--- src/rtl/mbinit_valtrain_seq.sv ---
// MBINIT valid-lane training sequencer: init/pattern/result/done handshake with
// the partner over sideband, N pattern bursts per attempt, bounded result
// retries, a response/pattern timeout and a sticky error state.
// Handshake: a TX request (o_ValidOutDatat_Module with o_TX_SbMessage) is held
// for the whole request state and is considered accepted on the cycle where
// i_falling_edge_busy pulses while i_Busy_SideBand is low; a received code is
// consumed only on a cycle where i_msg_valid is high.
module mbinit_valtrain_seq #(
   parameter int              MSG_W          = 4,
   parameter int              TO_W           = 16,
   parameter logic [TO_W-1:0] TIMEOUT_CYCLES = 16'd1000,
   parameter int              MAX_RETRY      = 2,
   parameter int              ITER_W         = 4
) (
   input  logic              CLK,
   input  logic              rst_n,
   input  logic              i_enable,
   input  logic [ITER_W-1:0] i_pattern_iters,
   input  logic [MSG_W-1:0]  i_Rx_SbMessage,
   input  logic              i_msg_valid,
   input  logic              i_Busy_SideBand,
   input  logic              i_falling_edge_busy,
   input  logic              i_VAL_Pattern_done,
   input  logic              i_VAL_Result_logged,
   output logic [MSG_W-1:0]  o_TX_SbMessage,
   output logic              o_ValidOutDatat_Module,
   output logic              o_Pattern_En,
   output logic              o_Module_end,
   output logic              o_train_error_req,
   output logic [2:0]        o_retry_count,
   output logic [3:0]        dbg_state
);

   typedef enum logic [3:0] {
      S_IDLE, S_INIT_REQ, S_WAIT_RESP, S_PATTERN, S_BUSY_RES, S_RESULT_REQ,
      S_CHECK_RESULT, S_BUSY_INIT, S_BUSY_DONE, S_DONE_REQ, S_DONE, S_ERROR
   } state_t;

   localparam logic [MSG_W-1:0] C_INIT_REQ    = MSG_W'(1);
   localparam logic [MSG_W-1:0] C_INIT_RESP   = MSG_W'(2);
   localparam logic [MSG_W-1:0] C_RESULT_REQ  = MSG_W'(3);
   localparam logic [MSG_W-1:0] C_RESULT_RESP = MSG_W'(4);
   localparam logic [MSG_W-1:0] C_DONE_REQ    = MSG_W'(5);
   localparam logic [MSG_W-1:0] C_DONE_RESP   = MSG_W'(6);
   localparam logic [2:0]       MAX_R         = 3'(MAX_RETRY);

   state_t            state, state_nxt;
   logic [MSG_W-1:0]  exp_code;
   logic [TO_W-1:0]   to_cnt;
   logic [ITER_W-1:0] iter_cnt, iter_tgt;
   logic [ITER_W:0]   iter_inc;
   logic [2:0]        retry_cnt;
   logic              timeout, resp_ok, iter_last, req_acked;

   assign timeout   = (to_cnt == TIMEOUT_CYCLES - TO_W'(1));
   assign resp_ok   = i_msg_valid && (i_Rx_SbMessage == exp_code);
   assign iter_inc  = {1'b0, iter_cnt} + (ITER_W+1)'(1);
   assign iter_last = (iter_inc == {1'b0, iter_tgt});
   assign req_acked = i_falling_edge_busy && !i_Busy_SideBand;

   assign o_retry_count = retry_cnt;
   assign dbg_state     = state;

   // State register
   always_ff @(posedge CLK or negedge rst_n) begin
      if (!rst_n) state <= S_IDLE;
      else        state <= state_nxt;
   end

   // Next-state logic; enable low overrides every other transition
   always_comb begin
      state_nxt = state;
      if (!i_enable) begin
         state_nxt = S_IDLE;
      end else begin
         case (state)
            S_IDLE:       if (!i_Busy_SideBand) state_nxt = S_INIT_REQ;
            S_INIT_REQ,
            S_RESULT_REQ,
            S_DONE_REQ:   if (req_acked) state_nxt = S_WAIT_RESP;
            S_WAIT_RESP: begin
               // a matching response beats a timeout in the same cycle
               if (resp_ok) begin
                  if (i_Rx_SbMessage == C_INIT_RESP)        state_nxt = S_PATTERN;
                  else if (i_Rx_SbMessage == C_RESULT_RESP) state_nxt = S_CHECK_RESULT;
                  else if (i_Rx_SbMessage == C_DONE_RESP)   state_nxt = S_DONE;
               end else if (timeout) begin
                  state_nxt = S_ERROR;
               end
            end
            S_PATTERN: begin
               // the final burst-done pulse beats a timeout in the same cycle
               if (i_VAL_Pattern_done && iter_last) state_nxt = S_BUSY_RES;
               else if (timeout)                    state_nxt = S_ERROR;
            end
            S_BUSY_RES:   if (!i_Busy_SideBand) state_nxt = S_RESULT_REQ;
            S_CHECK_RESULT: begin
               if (i_VAL_Result_logged)    state_nxt = S_BUSY_DONE;
               else if (retry_cnt < MAX_R) state_nxt = S_BUSY_INIT;
               else                        state_nxt = S_ERROR;
            end
            S_BUSY_INIT:  if (!i_Busy_SideBand) state_nxt = S_INIT_REQ;
            S_BUSY_DONE:  if (!i_Busy_SideBand) state_nxt = S_DONE_REQ;
            S_DONE:       state_nxt = S_DONE;
            S_ERROR:      state_nxt = S_ERROR;
            default:      state_nxt = S_IDLE;
         endcase
      end
   end

   // Counters, iteration target and expected response code
   always_ff @(posedge CLK or negedge rst_n) begin
      if (!rst_n) begin
         to_cnt    <= '0;
         iter_cnt  <= '0;
         iter_tgt  <= ITER_W'(1);
         retry_cnt <= '0;
         exp_code  <= '0;
      end else begin
         if (state == S_IDLE)
            iter_tgt <= (i_pattern_iters == '0) ? ITER_W'(1) : i_pattern_iters;

         // saturating so a long stall can never wrap back below the limit
         if (state_nxt != state)
            to_cnt <= '0;
         else if ((state == S_WAIT_RESP || state == S_PATTERN) && to_cnt != '1)
            to_cnt <= to_cnt + TO_W'(1);

         if (state == S_IDLE || state_nxt == S_IDLE)
            iter_cnt <= '0;
         else if (state == S_PATTERN && i_VAL_Pattern_done)
            iter_cnt <= iter_last ? '0 : iter_inc[ITER_W-1:0];

         if (state == S_IDLE || state_nxt == S_IDLE)
            retry_cnt <= '0;
         else if (state == S_CHECK_RESULT && i_enable && !i_VAL_Result_logged && retry_cnt < MAX_R)
            retry_cnt <= retry_cnt + 3'd1;

         case (state_nxt)
            S_INIT_REQ:   exp_code <= C_INIT_RESP;
            S_RESULT_REQ: exp_code <= C_RESULT_RESP;
            S_DONE_REQ:   exp_code <= C_DONE_RESP;
            default:      exp_code <= exp_code;
         endcase
      end
   end

   // Registered outputs decoded from the next state
   always_ff @(posedge CLK or negedge rst_n) begin
      if (!rst_n) begin
         o_TX_SbMessage         <= '0;
         o_ValidOutDatat_Module <= 1'b0;
         o_Pattern_En           <= 1'b0;
         o_Module_end           <= 1'b0;
         o_train_error_req      <= 1'b0;
      end else begin
         case (state_nxt)
            S_INIT_REQ:   o_TX_SbMessage <= C_INIT_REQ;
            S_RESULT_REQ: o_TX_SbMessage <= C_RESULT_REQ;
            S_DONE_REQ:   o_TX_SbMessage <= C_DONE_REQ;
            default:      o_TX_SbMessage <= '0;
         endcase
         o_ValidOutDatat_Module <= (state_nxt == S_INIT_REQ) || (state_nxt == S_RESULT_REQ) ||
                                   (state_nxt == S_DONE_REQ);
         o_Pattern_En           <= (state_nxt == S_PATTERN);
         o_Module_end           <= (state_nxt == S_DONE);
         o_train_error_req      <= (state_nxt == S_ERROR);
      end
   end

endmodule

--- config.mk ---
export PLATFORM = sky130hd
export DESIGN_NAME = mbinit_valtrain_seq
export DESIGN_NICKNAME = d
export VERILOG_FILES = /design/src/rtl/mbinit_valtrain_seq.sv
export SDC_FILE = /design/constraint.sdc
export NUM_CORES = 1
export LEC_CHECK = 0
export ABC_AREA = 0
export ABC_CLOCK_PERIOD_IN_PS = 6600
export BUFFER_PORTS_ARGS = -buffer_cell sky130_fd_sc_hd__buf_2
export CAP_MARGIN = 20
export CORE_ASPECT_RATIO = 0.75
export CORE_MARGIN = 1.5
export CORE_UTILIZATION = 40
export CTS_CLUSTER_SIZE = 25
export DETAILED_ROUTE_END_ITERATION = 16
export PLACE_DENSITY = 0.63
export SYNTH_ARGS = -nofsm -noshare
export SYNTH_HDL_FRONTEND = slang
export SYNTH_SLANG_ARGS = --single-unit
--- constraint.sdc ---
create_clock -name CLK -period 6.6 [get_ports CLK]
set_input_delay 1.32 -clock CLK [delete_from_list [all_inputs] [get_ports CLK]]
set_output_delay 1.32 -clock CLK [all_outputs]
set_load 0.02 [all_outputs]
Word-level counts from Yosys, hierarchy flattened

Index checks and enable logic that the tools add are counted.

Word-level logic and storage cells: 87
Input bits: 16
Register bits after elaboration: 42
Output and inout port bits: 15

Order comparisons: 1
Equal/unequal tests: 25
Muxes and demuxes: 24
$add $sub $neg: 3
Reduce and logical (&&, ||, !) cells: 23

Operator list:

| operator                                                    | count |
|---|---|
| two-way mux 4 bit                                           | 17 |
| one-hot mux 4 bit (9 select lines)                          | 1 |
| two-way mux 16 bit                                          | 2 |
| equality test 4 x 3 -> 1 bit (second input constant)        | 7 |
| equality test 4 bit (second input constant)                 | 7 |
| adder 16 x 1 -> 16 bit (second input constant)              | 1 |
| equality test 16 x 10 -> 1 bit (second input constant)      | 1 |
| equality test 4 x 2 -> 1 bit (second input constant)        | 4 |
| inequality test 16 bit (second input constant)              | 1 |
| zero test 4 bit                                             | 3 |
| one-hot mux 4 bit (3 select lines)                          | 1 |
| one-hot mux 3 bit (3 select lines)                          | 1 |
| equality test 4 x 1 -> 1 bit (second input constant)        | 2 |
| logical AND 1 bit                                           | 8 |
| two-way mux 3 bit                                           | 2 |
| nonzero test 2 bit                                          | 3 |
| adder 4 x 1 -> 5 bit (second input constant)                | 1 |
| equality test 5 x 4 -> 1 bit                                | 1 |
| equality test 4 bit                                         | 1 |
| logical OR 1 bit                                            | 4 |
| inequality test 4 bit                                       | 1 |
| adder 3 x 1 -> 3 bit (second input constant)                | 1 |
| less-than comparator 3 x 2 -> 1 bit (second input constant) | 1 |
| nonzero test 3 bit                                          | 1 |
| other kinds (3)                                             | 4 |

Depth between registers and ports, before layout

Gate-level depths: netlist of the first run.

Word-level depth: 10
Depth in mapped cells: 10
Depth with buffers taken out: 9

Worst setup path before layout of the first run

Ideal clock, no wire load.

Path kind: input -> register
Start: input port i_Rx_SbMessage[0]
End: register to_cnt[6]
Required time: 6.529 ns
Buffers on the path: 1
Data arrival time: 3.103 ns
Slack: 3.426 ns
Stages on the path: 9
Library setup time: 0.071 ns
Cells stage by stage: nor3b_1 > nand3_1 > a2bb2oi_1 > a21oi_1 > o31ai_4 > inv_2 > a2111o_1 > buf_6 > nor2_1

Cells in the longest elaborated chain, start to end: 9
Elaborated cells between the ends (all ways): 14
Classes of those cells: eq/ne: 5; mux: 7; reduce/logical: 2

Ends and longest elaborated chain:

| element                                                         | RTL line | text |
|---|---|---|
| from (decl)                                                     | 19       | `input logic [MSG_W-1:0] i_Rx_SbMessage,` |
| equality test 4 x 3 -> 1 bit                                    | 86       | `else if (i_Rx_SbMessage == C_DONE_RESP) state_nxt = S_DONE;` |
| two-way mux 4 bit                                               | 86       |  |
| two-way mux 4 bit                                               | 85       | `else if (i_Rx_SbMessage == C_RESULT_RESP) state_nxt = S_CHECK_RESULT;` |
| two-way mux 4 bit                                               | 84       | `if (i_Rx_SbMessage == C_INIT_RESP) state_nxt = S_PATTERN;` |
| two-way mux 4 bit (*)                                           | 83       | `if (resp_ok) begin` |
| one-hot mux 4 bit (9 select lines) (*)                          | 76       | `case (state)` |
| two-way mux 4 bit (*)                                           | 73       | `if (!i_enable) begin` |
| via state_nxt[0]                                                | 47       | `state_t state, state_nxt;` |
| inequality test 4 bit (*)                                       | 124      | `if (state_nxt != state)` |
| two-way mux 16 bit / nonzero test 2 bit (equally long branches) | --       |  |
| to (signal assigned)                                            | 127      | `to_cnt <= to_cnt + TO_W'(1);` |
| to (decl)                                                       | 49       | `logic [TO_W-1:0] to_cnt;` |

Mark *: on every way through the listed nets, which the timed path passes. The rest lies on a longest branch.
A chain may end at the register's enable or synchronous reset.

Final worst setup path of the first run

Start: input port i_Rx_SbMessage[0]
End: register to_cnt[8]

The elaborated chain is that of the path after synthesis.

==> impl_metrics.csv, run 1 <==
group,metric,value,unit
global_routing,antenna_found_initial,0,
yosys,synth_top_cell_area_share,42.23,%
worst_setup_path,crit_required,6810,ps
sta,grt_setup_unrepaired,"false",
yosys,yosysTopAreaCell,"dfrtp_1",
worst_setup_path,crit_fanout,16,
sta,final.period_utilization,49.92,%
clocking,clkLatencyLatePin,290,ps
clocking,cts-root-buf,"clkbuf_8",
clocking,numCtsBuffers,5,
die,core,0.005468,mm2
yosys,yosys-top-cells-area,"dfrtp_1, nor2_1, xnor2_1",
yosys,synth_seq_cells,40,
yosys,yosysWarnings,0,
worst_setup_path,cp-end-kind,"flip-flop",
clocking,cts_setup_buffers,0,
yosys,synth-seq-area-share,43.37,%
place,gp_congestion,0.8951,
routing,drc_errors,0,
yosys,syn_area_per_cell,9.207,um2
routing,viasPerCell,5.298,
sta,slew_violations,0,
clocking,cts_tree,"built",
yosys,synth_cell_types,50,
place,dpl.hpwl,3711,um
die,die_x,90.77,um
place,port_buffers,29,
clocking,cts_resized,0,
worst_setup_path,cpLargestDelayFamily,"compound AO/OA/AOI/OAI gates",
job,drv_cap,0,
die,dieArea,0.006247,mm2
routing,dr.pass1.iters,5,
power_and_ir_drop,p_leak,1.132,nW
sta,final.setup.tns,0,ps
clocking,path_clk_slew,80,ps
worst_setup_path,timing.critical_path.buf_inv,2,
sta,period_needed,3295,ps
clocking,clock-sinks,40,
global_routing,grt_overflow,0,
layout,layout.nets,299,
global_routing,grt_pass1_wl,8397,um
yosys,synth-edff-count,0,
die,initial_core_util,42.27,%
sta,fmax,303.5,MHz
clocking,cts_max_path_buffers,2,
layout,utilization,47.53,%
sta,slew_headroom,42.14,%
worst_setup_path,crit_path_cell_trace,"buf_2 -> nor3b_1 -> nand3_1 -> a2bb2oi_1 -> a21oi_1 -> o31ai_4 -> inv_2 -> a2111o_1 -> nor2_1",
layout,post_route_cells_drive_above_1_share,18.15,%
layout,antenna_cells,0,
worst_setup_path,critPathMaxStageDelay,650,ps
worst_setup_path,start_kind,"input pin",
yosys,synth.most_common_cell,"nor2_1",
yosys,syn_area,0.002311,mm2
die,fp-row-count,23,
routing,vias,1886,
routing,drt-total-wl,5008,um
worst_setup_path,worstSetupPathType,"input pin to flip-flop",
outcome,status,"finished clean",
global_routing,grt_pass1_vias,1723,
die,num_io_pins,31,
sta,holdWs,519.9,ps
die,die_y,68.83,um
routing,wl_per_cell,14.07,um
routing,ant_nets,0,
worst_setup_path,crit_path_top_delay_cell,"a2111o_1",
sta,hold_viol,0,
yosys,async_reset_ff_share,100.0,%
worst_hold_path,hold_class,"flip-flop to flip-flop",
clocking,hold_buffers,0,
routing,first_iter_violations,59,
global_routing,grt.total_usage,17.56,%
sta,setup_viol,0,
clocking,htreeDepth,2,
layout,area_delta_synth_final,12.45,%
power_and_ir_drop,vdd_drop_max,174.0,uV
yosys,netlist_instances,251,
sta,skew,6.306,ps
power_and_ir_drop,power_density,191.2,mW/mm2
global_routing,grt_max_degree,41,
sta,tightestPinTransition,867.9,ps
yosys,synth_fp_nets,270,
yosys,yosys-top-cells-count,"nor2_1, dfrtp_1, nand2_1",
worst_setup_path,worstPathArrival,3510,ps
yosys,synth_top_flop_cell,"dfrtp_1",
placed cells by master, fill, tap and decap left out, types with 2 or more instances in the layout:
cell type,synthesis,layout
clkbuf_8,0,5
buf_2,0,30
and4_1,3,3
nand4_1,8,8
mux2i_1,2,2
xor2_1,9,9
nor4bb_1,2,2
mux2_2,6,6
o41ai_1,2,2
a21oi_2,2,2
and3_1,2,2
nor2_1,40,40
nor4_1,2,2
dfrtp_1,39,39
nand2b_1,8,8
nand3_1,11,11
a32o_1,2,2
xnor2_1,13,13
nor3b_1,7,7
ha_1,3,3
nor2b_1,3,3
nand2_1,21,21
o21ai_0,5,5
and2_1,2,2
nor3_1,10,10
inv_1,9,9
a21oi_1,9,9
or3b_2,2,2
worst min-delay path: cells and delay by family, from the launching register on:
family	cells	cell delay [ps]
DFF	1	380
AOI/OAI and AO/OA	1	50
and+or+nand+nor	1	100
metrics by stage:
stage / worst slack, ps / area (um2) / instances / power, mW
2_1_floorplan: 3426 / 2311 / 251 / 0.3169
3_3_place_gp: 3102 / 2509 / 347 / 0.3383
3_5_place_dp: 2996 / 2514 / 348 / 0.3402
4_1_cts: 3299 / 2599 / 356 / 0.5022
5_1_grt: 3129 / 2599 / 356 / 0.5250
6_report: 3305 / 2599 / 356 / 0.4968
power breakdown:
part / total, mW / switching, mW / internal (mW)
Sequential: 0.262 / 0.00882 / 0.253
Clock: 0.162 / 0.0880 / 0.0739
Combinational: 0.0726 / 0.0460 / 0.0267
sequential cells by signal (all words and copies together) (netlist names):
name                    count
o_Module_end                1
o_TX_SbMessage              3
to_cnt                     16
iter_cnt                    4
o_Pattern_En                1
exp_code                    2
iter_tgt                    4
o_train_error_req           1
o_ValidOutDatat_Module      1
dbg_state                   4
o_retry_count               3
metal layers:
| layer | up-vias | part of all wire [%] | global-route usage (%) | wire length, um |
|---|---|---|---|---|
| met5 | - | 0 | 0 | 0 |
| li1 | 933 | - | - | - |
| met2 | 55 | 40 | 24.34 | 1985 |
| met4 | 0 | 1.5 | 7.341 | 77 |
| met1 | 891 | 53 | 25.97 | 2678 |
| met3 | 7 | 5.3 | 4.057 | 266 |
cell type report:
class / instances / area [um2]
Timing Repair Buffer: 30 / 150.1
Clock inverter: 2 / 12.51
Sequential cell: 40 / 1002
Multi-Input combinational cell: 193 / 1230
Fill cell: 548 / 2869
Clock buffer: 6 / 72.57
Inverter: 10 / 37.54
Tap cell: 75 / 93.84
final timing paths:
check,slack (ps),cells after the start,start,endpoint
max in group asynchronous,4930,1,rst_n,to_cnt[1]
min reg2reg,520,2,iter_tgt[0],iter_tgt[0]
min in group asynchronous,1140,1,rst_n,to_cnt[11]
min,520,2,iter_tgt[0],iter_tgt[0]
max reg2reg,3640,9,iter_cnt[0],to_cnt[8]
max,3310,9,i_Rx_SbMessage[0],to_cnt[8]
cells by family after synthesis:
kind of cell	synth area share [%]
buf+inv	3.411
compound gates	10.67
other cells	0.1623
flops	43.37
simple gates	27.67
xor+xnor	9.313
fa+ha+maj	1.624
mux	3.790
Power figures use the tool's default switching activity.
==> inputs of run 2 (changes only) <==
--- a/config.mk
+++ b/config.mk
@@ -5,8 +5,8 @@
 export SDC_FILE = /design/constraint.sdc
 export NUM_CORES = 1
 export LEC_CHECK = 0
-export ABC_AREA = 0
-export ABC_CLOCK_PERIOD_IN_PS = 6600
+export ABC_AREA = 1
+export ABC_CLOCK_PERIOD_IN_PS = 3400
 export BUFFER_PORTS_ARGS = -buffer_cell sky130_fd_sc_hd__buf_2
 export CAP_MARGIN = 20
 export CORE_ASPECT_RATIO = 0.75
@@ -14,7 +14,7 @@
 export CORE_UTILIZATION = 40
 export CTS_CLUSTER_SIZE = 25
 export DETAILED_ROUTE_END_ITERATION = 16
-export PLACE_DENSITY = 0.63
+export PLACE_DENSITY = 0.62
 export SYNTH_ARGS = -nofsm -noshare
 export SYNTH_HDL_FRONTEND = slang
 export SYNTH_SLANG_ARGS = --single-unit
==> constraint.sdc (replaced) <==
create_clock -name CLK -period 3.4 [get_ports CLK]
set_input_delay 0.68 -clock CLK [delete_from_list [all_inputs] [get_ports CLK]]
set_output_delay 0.68 -clock CLK [all_outputs]
set_load 0.02 [all_outputs]
==> run 2 against run 1 <==
  * Die area is 13% higher
  * Largest power group unchanged
  * Sequential power is 99% higher
  * Synthesized cell count is 45% higher
  * First-iteration DRC count grew to 3.1 times the previous value
  * Largest cell class unchanged
  * Critical path type is now flip-flop to flip-flop
  * Hold slack worse by 22 ps
==> impl_metrics.csv, run 2 <==
group,metric,value,unit
die,initial_core_util,41.52,%
worst_hold_path,hold_class,"flip-flop to flip-flop",
clocking,htreeDepth,2,
worst_setup_path,reg2reg_depth,15,
sta,skew,5.950,ps
worst_setup_path,r2r-start,"iter_cnt[0]",
global_routing,grt_max_degree,41,
layout,fin_area,0.002929,mm2
sta,final.period_utilization,68.65,%
place,place_ws,940.5,ps
power_and_ir_drop,p_sw,345.9,uW
clocking,cts_setup_buffers,0,
die,die_x,96.52,um
sta,layout_setup_ws,1066,ps
routing,first_iter_violations,180,
routing,wl_per_cell,12.03,um
power_and_ir_drop,p_int,779.2,uW
sta,final.setup.tns,0,ps
worst_setup_path,critPathLaunch,"iter_cnt[0]",
worst_setup_path,critPathMaxStageDelay,440,ps
clocking,cts_max_path_buffers,2,
clocking,cts_resized,0,
worst_setup_path,r2r_slack,1070,ps
routing,ant_nets,0,
yosys,synth-seq-area-share,38.20,%
clocking,numCtsBuffers,5,
place,dpl_cell_area,0.002818,mm2
sta,grt_setup_unrepaired,"false",
worst_setup_path,worstPathArrival,2500,ps
yosys,synth-edff-count,0,
yosys,syn_area,0.002624,mm2
place,gp_congestion,0.8589,
worst_setup_path,start_kind,"flip-flop",
yosys,syn_area_per_cell,7.228,um2
sta,hold_viol,0,
sta,setup_viol,0,
global_routing,grt_pass1_wl,9694,um
place,dpl.hpwl,4324,um
power_and_ir_drop,seqPwrFrac,46.3,%
sta,slew_violations,0,
routing,drt-total-wl,5703,um
power_and_ir_drop,p_leak,1.552,nW
layout,largest_reg_flops,16,
power_and_ir_drop,clkPwrFrac,34.5,%
yosys,yosysWarnings,0,
outcome,status,"finished clean",
layout,top_register,"to_cnt",
die,die_y,73.14,um
clocking,clkLatencyLatePin,290,ps
worst_setup_path,critPathMostFrequentCell,"nand2_1",
worst_setup_path,r2r-end,"to_cnt[2]",
worst_hold_path,hold_depth,2,
yosys,yosys-top-cells-count,"nand2_1, inv_1, nor2_1",
routing,drc_errors,0,
yosys,synth_cell_types,33,
routing,vias,2292,
clocking,hold_buffers,0,
worst_setup_path,cpLargestDelayFamily,"simple AND/OR/NAND/NOR gates",
die,core,0.006319,mm2
worst_setup_path,crit_fanout,16,
worst_hold_path,min_to,"iter_tgt[0]",
global_routing,grt.total_usage,17.62,%
power_and_ir_drop,power,1.125,mW
layout,antenna_cells,0,
power_and_ir_drop,vdd_drop_max,163.8,uV
worst_setup_path,timing.critical_path.buf_inv,1,
clocking,path_clk_slew,80,ps
clocking,cts_tree,"built",
die,num_io_pins,31,
worst_hold_path,hold_start,"iter_tgt[0]",
layout,post_route_cells_drive_above_1_share,18.07,%
layout,layout.nets,411,
yosys,synth.most_common_cell,"nand2_1",
clocking,clock-sinks,40,
routing,dr.pass1.iters,4,
worst_setup_path,crit_required,3560,ps
yosys,yosysTopAreaCell,"dfrtp_1",
global_routing,grt_overflow,0,
yosys,synth_top_cell_area_share,37.20,%
worst_setup_path,cp-end-kind,"flip-flop",
layout,layout_common_cells,"nand2_1, inv_1, nor2_1, dfrtp_1, nand3_1",
layout,final_common_cell,"nand2_1",
routing,viasPerCell,4.835,
sta,tightestPinTransition,894.9,ps
layout,stdcell_count,474,
global_routing,grt_pass1_vias,2064,
job,drv_cap,0,
global_routing,antenna_found_initial,0,
yosys,async_reset_ff_share,100.0,%
yosys,synth_fp_nets,382,
clocking,cts-root-buf,"clkbuf_8",
worst_setup_path,crit_path_cell_trace,"ha_1 -> inv_1 -> nand2_1 -> nand2_1 -> nand3_1 -> nor2_2 -> nand3_2 -> nand2_1 -> nand2_1 -> nand2_1 -> nand2_2 -> nand2_1 -> nand2_1 -> nand2_2 -> nor3_1",
power_and_ir_drop,power_density,384.1,mW/mm2
worst_setup_path,crit_path_top_delay_cell,"dfrtp_1",
power_and_ir_drop,combPwrFrac,19.2,%
place,dp_cells,466,
worst_setup_path,worstSetupPathType,"flip-flop to flip-flop",
yosys,yosys-top-cells-area,"dfrtp_1, nand2_1, inv_1",
sta,period_needed,2334,ps
sta,slew_headroom,40.34,%
place,port_buffers,29,
yosys,netlist_instances,363,
die,dieArea,0.007059,mm2
yosys,synth_top_flop_cell,"dfrtp_1",
die,fp-row-count,25,
layout,area_delta_synth_final,11.64,%
sta,fmax,428.4,MHz
power_and_ir_drop,swShare,30.75,%
yosys,synth_seq_cells,40,
## run 2: cell count changes in the layout (fill, tap and decap cells not counted), moves of 8 or more
cell and delta:
nand2_1 +65, nand2b_1 -8, nand3_1 +21, xnor2_1 -11
inv_1 +45, nand2_2 +9, nor3_2 +9
## run 2: worst max path at each step
stage,to,slack (ps),cells past startpoint
6_report,to_cnt[2],1070,15
5_1_grt,to_cnt[0],900,15
4_1_cts,to_cnt[2],1080,15
3_5_place_dp,to_cnt[2],940,14
3_3_place_gp,to_cnt[4],1030,14
2_1_floorplan,to_cnt[14],1430,12
## run 2: power by group through the flow
| stage | clock, mW | sequential [mW] | combinational, mW |
|---|---|---|---|
| 2_1_floorplan | 0 | 0.534 | 0.158 |
| 3_3_place_gp | 0 | 0.531 | 0.215 |
| 3_5_place_dp | 0 | 0.530 | 0.216 |
| 4_1_cts | 0.399 | 0.522 | 0.217 |
| 5_1_grt | 0.420 | 0.526 | 0.245 |
| 6_report | 0.388 | 0.521 | 0.216 |
## run 2: cell type report
class / count / area (um2)
sequential: 40 / 1002
multi-input combinational: 258 / 1351
clock buffer: 5 / 68.82
inverter: 58 / 217.7
clock inverter: 3 / 42.54
tap: 81 / 101.3
fill: 650 / 3390
timing repair buffer: 29 / 145.1
## run 2: metal layers
layer	track usage (%)	share of wire, %	vias to the layer above
met2	23.23	40	49
met5	0	0	-
met1	28.23	54	1022
met4	4.348	1.1	0
li1	-	-	1214
met3	4.063	4.9	7
## run 2: kinds of logic (layout without fill, tap and decap cells)
family / Yosys count / after routing / share of synthesized area (%)
and+or+nand+nor: 213 / 213 / 39.29
buffers and inverters: 65 / 95 / 10.30
DFF: 40 / 40 / 38.20
AOI/OAI and AO/OA: 26 / 26 / 5.579
xor gates and xnor gates: 14 / 14 / 4.673
adders and majority gates: 3 / 3 / 1.431
other: 1 / 1 / 0.1429
muxes: 1 / 1 / 0.3815
## run 2: per-stage QoR
stage	hold slack, ps	utilization (%)
floorplan	384.4	-
global placement	487.4	44.59
detailed placement	490.8	44.59
CTS	503.5	46.36
global route	540.4	46.36
finish	497.4	46.36
## run 2: tightest hold or removal path: cells and delay by family, from the launching register on
family / cells / cell delay [ps]
DFF: 1 / 380
AOI/OAI and AO/OA: 1 / 70
and+or+nand+nor: 1 / 50
